`src/rtl/forward_select_unit.sv`:
```
// EX-stage operand forwarding selectors and load-use stall generation, driven
// from a private shadow of the destination-register info for EX, MEM and WB.
module forward_select_unit #(
    parameter int RegAddrBits = 5,
    parameter int CntBits     = 16
) (
    input  logic                   clk,
    input  logic                   reset,
    input  logic                   ID_Valid,
    input  logic [RegAddrBits-1:0] ID_Rs,
    input  logic [RegAddrBits-1:0] ID_Rt,
    input  logic [RegAddrBits-1:0] ID_WriteReg,
    input  logic                   ID_RegWrite,
    input  logic                   ID_MemRead,
    input  logic                   Flush,
    output logic [1:0]             ForwardA,
    output logic [1:0]             ForwardB,
    output logic                   Stall,
    output logic [CntBits-1:0]     StallCount
);

    localparam logic [1:0] SelRegFile = 2'b00;
    localparam logic [1:0] SelMemWb   = 2'b01;
    localparam logic [1:0] SelExMem   = 2'b10;

    logic                   ex_valid, ex_rw, ex_mr;
    logic [RegAddrBits-1:0] ex_wr;
    logic                   mem_valid, mem_rw;
    logic [RegAddrBits-1:0] mem_wr;
    logic                   wb_valid, wb_rw;
    logic [RegAddrBits-1:0] wb_wr;

    logic hazard;
    logic bubble;

    // The register file writes before it reads, so WB is tracked but never forwarded from.
    logic unused_wb;
    assign unused_wb = ^{wb_valid, wb_rw, wb_wr};

    function automatic logic [1:0] fwd_sel(input logic [RegAddrBits-1:0] src);
        logic [1:0] sel;
        sel = SelRegFile;
        if (src == '0)
            sel = SelRegFile;
        else if (ex_valid && ex_rw && (ex_wr == src))
            sel = SelExMem;
        else if (mem_valid && mem_rw && (mem_wr == src))
            sel = SelMemWb;
        return sel;
    endfunction

    assign hazard = ID_Valid && ex_valid && ex_mr && ex_rw && (ex_wr != '0) &&
                    ((ex_wr == ID_Rs) || (ex_wr == ID_Rt));
    assign Stall  = hazard && !Flush;
    assign bubble = Flush || Stall || !ID_Valid;

    always_ff @(posedge clk or posedge reset) begin
        if (reset) begin
            ex_valid   <= 1'b0;
            ex_rw      <= 1'b0;
            ex_mr      <= 1'b0;
            ex_wr      <= '0;
            mem_valid  <= 1'b0;
            mem_rw     <= 1'b0;
            mem_wr     <= '0;
            wb_valid   <= 1'b0;
            wb_rw      <= 1'b0;
            wb_wr      <= '0;
            ForwardA   <= SelRegFile;
            ForwardB   <= SelRegFile;
            StallCount <= '0;
        end else begin
            mem_valid <= ex_valid;
            mem_rw    <= ex_rw;
            mem_wr    <= ex_wr;
            wb_valid  <= mem_valid;
            wb_rw     <= mem_rw;
            wb_wr     <= mem_wr;
            if (bubble) begin
                ex_valid <= 1'b0;
                ex_rw    <= 1'b0;
                ex_mr    <= 1'b0;
                ex_wr    <= '0;
                ForwardA <= SelRegFile;
                ForwardB <= SelRegFile;
            end else begin
                ex_valid <= 1'b1;
                ex_rw    <= ID_RegWrite;
                ex_mr    <= ID_MemRead;
                ex_wr    <= ID_WriteReg;
                ForwardA <= fwd_sel(ID_Rs);
                ForwardB <= fwd_sel(ID_Rt);
            end
            // Saturate rather than wrap so a long stall storm stays visible.
            if (Stall && (StallCount != '1))
                StallCount <= StallCount + 1'b1;
        end
    end

endmodule
```
`config.mk`:
```
export PLATFORM = sky130hd
export DESIGN_NAME = forward_select_unit
export DESIGN_NICKNAME = d
export VERILOG_FILES = /design/src/rtl/forward_select_unit.sv
export SDC_FILE = /design/constraint.sdc
export NUM_CORES = 1
export LEC_CHECK = 0
export ABC_AREA = 1
export CAP_MARGIN = 10
export CORE_MARGIN = 1.5
export CORE_UTILIZATION = 55
export DETAILED_ROUTE_END_ITERATION = 12
export GPL_TIMING_DRIVEN = 0
export PLACE_DENSITY = 0.91
export SLEW_MARGIN = 20
export SYNTH_ARGS = -nofsm -noshare
export SYNTH_HDL_FRONTEND = slang
export SYNTH_SLANG_ARGS = --single-unit
```
`constraint.sdc`:
```
create_clock -name clk -period 4.65 [get_ports clk]
set_clock_uncertainty 0.1 [all_clocks]
set_input_delay 1.395 -clock clk [delete_from_list [all_inputs] [get_ports clk]]
set_output_delay 1.395 -clock clk [all_outputs]
set_load 0.005 [all_outputs]
```
==> out/metrics.csv, run 1 <==
stage,metric,value,unit
critical_path,crit path from,ID_Rt[4],
job,Maximum Capacitance Violations,0,
worst_hold_path,HP Start,ex_valid$_DFF_PP0_,
grt,grt total ovfl,0,
synthesis,synth warn,0,
synthesis,cells after synthesis,267,
placed_design,final RePlAce weighted congestion,0.960,
critical_path,Reg2Reg Depth,10,
clock_tree,# Post-CTS Setup Buffers,0,
synthesis,Mapped Area,2060,sq um
route,vias,1801,
floorplanning,# rows,22,
grt,number of global-route vias before repair,1751,
placed_design,# port buffers,41,
critical_path,CP cell instances,clkdlybuf4s50_1 > xnor2_1 > nand3_1 > nand2_4 > nand3_4 > inv_1 > clkdlybuf4s50_1,
power_and_ir_drop,internal power,0.470,mW
cells_and_area,Layout Cells excl Fill,364,
synthesis,Unique masters post-synth,28,
clock_tree,Worst-Skew Late Latency,290,ps
grt,met2 Usage GRT,0.397,
timing,Pins Over Slew Limit,0,
route,vias per cell,4.95,
cells_and_area,Nets,337,
critical_path,crit-path max FO,3,
placed_design,DP Worst Slack,-42.6,ps
critical_path,Critical Path Start Type,primary input,
critical_path,crit path kind,in -> out,
grt,gr busiest metal,met2,
synthesis,share of the synthesized area in the top cell type,0.426,
critical_path,"Top cell by count, worst path",clkdlybuf4s50_1,
route,DRC,0,
timing,fin crit share,0.971,
floorplanning,Starting Density,0.566,
clock_tree,CTS root buffer,clkbuf_8,
critical_path,flop2flop setup slack,2750,ps
synthesis,Post-Syn Nets,289,
synthesis,ranking of synthesized cells by area,"dfrtp_1, nand2_1, inv_1",
placed_design,Post-Place Cells,356,
placed_design,detailed placement HPWL,3.21,mm
timing,max_slew headroom,0.535,
route,number of routed nets with antenna violations,0,
power_and_ir_drop,Switching Share,0.226,
timing,fmax,0.222,GHz
power_and_ir_drop,Flop pwr share,0.517,
clock_tree,H-Tree Depth,2,
timing,final worst slack,137,ps
synthesis,most common cell in the netlist,nand2_1,
timing,Worst Max-Slew Pin Slew,697,ps
critical_path,biggest cell delay along the critical path,560,ps
critical_path,RR Startpoint,StallCount[0]$_DFFE_PP0P_,
timing,RSZ-0062 raised after global routing,false,
floorplanning,Core ar.,3630,sq um
clock_tree,Clock Sinks,35,
power_and_ir_drop,clock network power share,0.390,
floorplanning,die area,4120,sq um
critical_path,critical path data arrival time,3020,ps
clock_tree,CTS tree,yes,
power_and_ir_drop,power per cell area,229,nW/um^2
route,Pre-antenna DRT Iters,4,
worst_hold_path,worst hold path class,reg -> reg,
cells_and_area,final-layout fill cell count,316,
synthesis,top post-synthesis cells by count,"nand2_1, inv_1, dfrtp_1, nor2_1, nand2_2",
power_and_ir_drop,Logic pwr share,0.093,
route,final wirelength,4.36,mm
power_and_ir_drop,VDD IR max,153,uV
critical_path,slowest CP cell,clkdlybuf4s50_1,
status,status,finished clean,
cells_and_area,share of cells above drive strength 1,0.152,
synthesis,Post-synth EDFFs,0,
power_and_ir_drop,Net Sw Power,0.138,mW
synthesis,Seq cells post-synth,35,
floorplanning,Die Wd,64.2,microns
synthesis,Most used DFF post-synth,dfrtp_1,
grt,first-pass GRT wire length,7.43,mm
critical_path,RR Endpoint,StallCount[3]$_DFFE_PP0P_,
timing,setup TNS,0,ps
worst_hold_path,Worst Hold End,mem_valid$_DFF_PP0_,
grt,antenna violations before repair,0,
timing,final hold vios,0,
timing,final setup vio count,0,
grt,largest net degree at the start of global routing,36,
critical_path,Crit. End Element,primary output,
grt,GRT Util Overall,0.236,
route,drt wl/cell,12.0,microns
clock_tree,CTS Buf Count,5,
power_and_ir_drop,Leak,1.36,nW
synthesis,top cell type by total area after synthesis,dfrtp_1,
synthesis,syn_area_per_cell,7.70,sq um
route,1st-iter DRT viols,124,
timing,min cycle time layout,4510,ps
critical_path,Worst Path Required,3150,ps
floorplanning,boundary pin count,42,
clock_tree,clk buf depth,2,
cells_and_area,n_diodes,0,
cells_and_area,Area Overhead vs Synth,29.2,%
synthesis,post-synthesis sequential area ratio,0.426,
grt,met1 Use GR,0.285,
synthesis,asr flop ratio synth,1.00,
floorplanning,die height,64.2,microns
worst_hold_path,hold path depth,0,
clock_tree,"CTS clk-pin slew, worst paths",70,ps
grt,M3 GR Usage,0.0458,
==> how the worst max path moves through the flow <==
stage / endpoint / slack [ps] / cells after the start
finish: Stall / 140 / 7
global route: Stall / 30 / 7
CTS: Stall / 6 / 10
detailed placement: Stall / -40 / 10
global placement: Stall / -4 / 10
floorplan: Stall / 1150 / 8
==> repair_timing <==
action / in CTS / in global routing
gates resized for setup: 3 / 10
endpoints found under the setup margin: 1 / 1
pin swaps: 0 / 3
hold endpoints to repair: 0 / 0
hold buffers: 0 / 0
gates cloned: 0 / 0
==> cell families after synthesis <==
logic type | Yosys count | share of synthesized area
adders and majority gates | 1 | 0.00608
AOI/OAI and AO/OA | 4 | 0.0116
DFF | 35 | 0.426
xor gates and xnor gates | 20 | 0.0852
and+or+nand+nor | 163 | 0.379
buffers and inverters | 44 | 0.0925
==> per-layer routing <==
layer	up-vias	wire length [microns]
met5	-	0
met4	0	112
met3	11	221
met2	61	2200
met1	823	1830
li1	906	-
==> power groups by stage <==
stage                     Clock, mW  Sequential [mW]  Combinational, mW
after detailed placement          0            0.320             0.0561
after CTS                     0.245            0.314             0.0562
after global placement            0            0.319             0.0546
final                         0.237            0.314             0.0567
after floorplan                   0            0.318             0.0291
after global routing          0.261            0.314             0.0634
==> layout by cell type (no fill, tap or decap), types with 2 or more instances in the layout <==
cell,count
nand3_1,11
nor2_1,23
nand2_2,20
xor2_1,13
clkbuf_8,7
nand3b_1,2
nor2_2,5
nand4_1,7
xnor2_1,7
nor3b_1,2
inv_1,35
nor3_1,4
dlymetal6s2s_1,6
a21oi_1,2
nor2_4,2
inv_2,5
nand2_1,80
nand3_2,2
clkdlybuf4s50_1,33
dlygate4sd2_1,2
dfrtp_1,35
==> final cells by class <==
class | count | area, sq um | share of cell area
multi-input cells | 188 | 1010 | 0.379
flip-flops and latches | 35 | 876 | 0.330
repair buffers | 41 | 423 | 0.159
inverters | 41 | 154 | 0.0579
clock buffers | 8 | 100 | 0.0377
well taps | 48 | 60.1 | 0.0226
plain buffers | 3 | 36.3 | 0.0137
==> sequential cells by signal, summed over array words and instances (netlist names) <==
signal,flops
StallCount,16
ex_wr,5
mem_wr,5
ForwardA,2
ForwardB,2
ex_mr,1
ex_rw,1
ex_valid,1
mem_rw,1
mem_valid,1
==> stage by stage <==
| stage | instance area (sq um) | power, mW | util | hold slack [ps] |
|---|---|---|---|---|
| floorplan | 2060 | 0.348 | - | 254 |
| global route | 2660 | 0.638 | 0.731 | 294 |
| global placement | 2530 | 0.374 | 0.696 | 256 |
| detailed placement | 2530 | 0.376 | 0.696 | 262 |
| CTS | 2630 | 0.615 | 0.723 | 278 |
| finish | 2660 | 0.608 | 0.731 | 277 |
==> worst max-delay path: cells and delay by family <==
family                    cells  cell delay [ps]
buffers and inverters         3             1100
and+or+nand+nor               3              350
xor gates and xnor gates      1              160
Note: power is estimated with default switching activity, not from simulation.
==> run 2: changes to the inputs <==
--- a/config.mk
+++ b/config.mk
@@ -7,6 +7,7 @@
 export LEC_CHECK = 0
 export ABC_AREA = 1
 export CAP_MARGIN = 10
+export CORE_ASPECT_RATIO = 2
 export CORE_MARGIN = 1.5
 export CORE_UTILIZATION = 55
 export DETAILED_ROUTE_END_ITERATION = 12
==> run 2 against run 1 <==
Compared with the run above:
- flip-flop and latch count unchanged
- global-route usage grew 4.3 points
- worst hold slack better by 2.7 ps
- final area rose by 1.5%
- critical path depth unchanged
- register-to-register slack got worse by 80 ps
- largest power group unchanged
==> out/metrics.csv, run 2 (synthesis results as in run 1) <==
stage,metric,value,unit,change
status,status,finished clean,,unchanged
cells_and_area,max reg flops,16,,unchanged
route,DRC,0,,unchanged
power_and_ir_drop,Leak,1.39,nW,was 1.36 nW
cells_and_area,"commonest non-fill, non-tap cell in the layout",nand2_1,,unchanged
clock_tree,clk buf depth,2,,unchanged
route,vias per cell,5.22,,was 4.95
timing,min cycle time layout,4540,ps,was 4510 ps
grt,first-pass GRT wire length,8.23,mm,was 7.43 mm
worst_hold_path,worst hold path class,reg -> reg,,unchanged
critical_path,crit path kind,in -> out,,unchanged
grt,M3 GR Usage,0.0727,,was 0.0458
job,Maximum Capacitance Violations,0,,unchanged
power_and_ir_drop,Net Sw Power,0.149,mW,was 0.138 mW
grt,antenna violations before repair,0,,unchanged
route,vias,1914,,was 1801
critical_path,slowest CP cell,clkdlybuf4s50_1,,unchanged
critical_path,Worst Path Buf+Inv,3,,unchanged
cells_and_area,Area Overhead vs Synth,31.1,%,was 29.2%
cells_and_area,n_diodes,0,,unchanged
power_and_ir_drop,power per cell area,245,nW/um^2,was 229 nW/um^2
timing,fmax,0.220,GHz,was 0.222 GHz
route,number of routed nets with antenna violations,0,,unchanged
cells_and_area,storage element area,876,sq um,unchanged
placed_design,final RePlAce weighted congestion,0.896,,was 0.960
route,1st-iter DRT viols,38,,was 124
power_and_ir_drop,"Power, Total",0.660,mW,was 0.608 mW
placed_design,Post-Place Cells,357,,was 356
timing,final hold vios,0,,unchanged
cells_and_area,fin util,0.747,,was 0.731
cells_and_area,largest registers,"StallCount x16, ex_wr x5, mem_wr x5",,unchanged
grt,largest net degree at the start of global routing,36,,unchanged
critical_path,Critical Path Start Type,primary input,,unchanged
grt,met2 Usage GRT,0.519,,was 0.397
timing,final setup vio count,0,,unchanged
timing,max_slew headroom,0.526,,was 0.535
grt,GRT Util Overall,0.280,,was 0.236
floorplanning,# rows,31,,was 22
cells_and_area,multi-input logic area,1010,sq um,about the same
route,Pre-antenna DRT Iters,4,,unchanged
critical_path,CP cell instances,clkdlybuf4s50_1 > xnor2_2 > nand3_1 > nand2_2 > nand3_4 > inv_1 > clkdlybuf4s50_1,,was clkdlybuf4s50_1 > xnor2_1 > nand3_1 > nand2_4 > nand3_4 > inv_1 > clkdlybuf4s50_1
clock_tree,CTS root buffer,clkbuf_8,,unchanged
critical_path,"Top cell by count, worst path",clkdlybuf4s50_1,,unchanged
floorplanning,boundary pin count,42,,unchanged
cells_and_area,Layout Cells excl Fill,367,,was 364
critical_path,Crit. End Element,primary output,,unchanged
grt,number of global-route vias before repair,1919,,was 1751
power_and_ir_drop,Switching Share,0.227,,was 0.226
route,drt wl/cell,14.4,microns,was 12.0 microns
power_and_ir_drop,Flop pwr share,0.476,,was 0.517
floorplanning,Starting Density,0.570,,was 0.566
route,final wirelength,5.27,mm,was 4.36 mm
critical_path,"delay-heaviest family, CP",buffers and inverters,,unchanged
power_and_ir_drop,clock network power share,0.432,,was 0.390
timing,setup TNS,0,ps,unchanged
timing,Worst Max-Slew Pin Slew,710,ps,was 697 ps
floorplanning,die height,89.5,microns,was 64.2 microns
grt,met1 Use GR,0.243,,was 0.285
critical_path,crit-path max FO,4,,was 3
grt,grt total ovfl,0,,unchanged
floorplanning,Die Wd,46.2,microns,was 64.2 microns
floorplanning,die area,4140,sq um,was 4120 sq um
cells_and_area,Nets,339,,was 337
power_and_ir_drop,internal power,0.510,mW,was 0.470 mW
clock_tree,CTS Buf Count,5,,unchanged
clock_tree,CTS tree,yes,,unchanged
critical_path,biggest cell delay along the critical path,520,ps,was 560 ps
timing,fin crit share,0.976,,was 0.971
critical_path,Worst Path Required,3150,ps,about the same
placed_design,# port buffers,41,,unchanged
cells_and_area,final-layout fill cell count,275,,was 316
cells_and_area,share of cells above drive strength 1,0.164,,was 0.152
critical_path,critical path data arrival time,3040,ps,was 3020 ps
clock_tree,Clock Sinks,35,,unchanged
timing,Pins Over Slew Limit,0,,unchanged
clock_tree,H-Tree Depth,2,,unchanged
floorplanning,Core ar.,3610,sq um,was 3630 sq um
placed_design,detailed placement HPWL,3.76,mm,was 3.21 mm
power_and_ir_drop,VDD IR max,249,uV,was 153 uV
grt,gr busiest metal,met2,,unchanged
timing,Hold WS,280,ps,was 277 ps
cells_and_area,"commonest cells after routing, fill and taps aside","nand2_1, dfrtp_1, inv_1",,unchanged
cells_and_area,Reg with most FFs,StallCount,,unchanged
clock_tree,"CTS clk-pin slew, worst paths",70,ps,about the same
power_and_ir_drop,Logic pwr share,0.092,,was 0.093
clock_tree,Worst-Skew Late Latency,300,ps,was 290 ps
[run 2: changes by cell type in the layout (fill, tap and decap cells not counted), sizes merged]
cell / before / now
bufinv: 0 / 1
clkbuf: 8 / 6
buf: 3 / 5
dlygate4sd2: 2 / 0
clkinv: 1 / 2
dlymetal6s2s: 6 / 8
[run 2: timing repair]
item,CTS,global route
setup endpoints to repair,1,1
endpoints found under the hold margin,0,0
hold buffers,0,0
resized for setup,2,11
pin swaps,0,2
buffers inserted,0,2
[run 2: stage by stage]
stage | instance area [sq um] | setup WS [ps]
floorplan | 2060 | 1150
detailed placement | 2530 | -30.1
global route | 2700 | -25.6
CTS | 2650 | 12.0
finish | 2700 | 114
global placement | 2530 | 7.66
[run 2: metal layers]
| metal | up-vias | wire length, microns |
|---|---|---|
| li1 | 912 | - |
| met1 | 902 | 1780 |
| met2 | 76 | 2990 |
| met3 | 24 | 275 |
| met4 | 0 | 233 |
| met5 | - | 0 |
[run 2: power by group through the flow]
stage	Combinational (mW)	Sequential (mW)	Clock, mW
2_1_floorplan	0.0291	0.318	0
3_3_place_gp	0.0555	0.319	0
3_5_place_dp	0.0570	0.320	0
4_1_cts	0.0582	0.314	0.288
5_1_grt	0.0679	0.314	0.299
6_report	0.0606	0.314	0.285
[run 2: worst paths after layout]
path | slack, ps | from | cells past startpoint | end
setup / recovery | 110 | ID_Rs[3] | 7 | Stall
hold / removal | 280 | ex_valid$_DFF_PP0_ | 0 | mem_valid$_DFF_PP0_
setup reg to reg | 2670 | StallCount[0]$_DFFE_PP0P_ | 10 | StallCount[1]$_DFFE_PP0P_
hold reg to reg | 280 | ex_valid$_DFF_PP0_ | 0 | mem_valid$_DFF_PP0_
max in group asynchronous | 2560 | reset | 2 | StallCount[11]$_DFFE_PP0P_
min in group asynchronous | 1430 | reset | 2 | ex_wr[0]$_DFF_PP0_
[run 2: cell type report]
type	count	share of cell area
Buffer	3	0.0135
Clock buffer	6	0.0306
Clock inverter	2	0.0130
Inverter	41	0.0571
Multi-Input combinational cell	188	0.373
Sequential cell	35	0.325
Tap cell	49	0.0227
Timing Repair Buffer	43	0.165
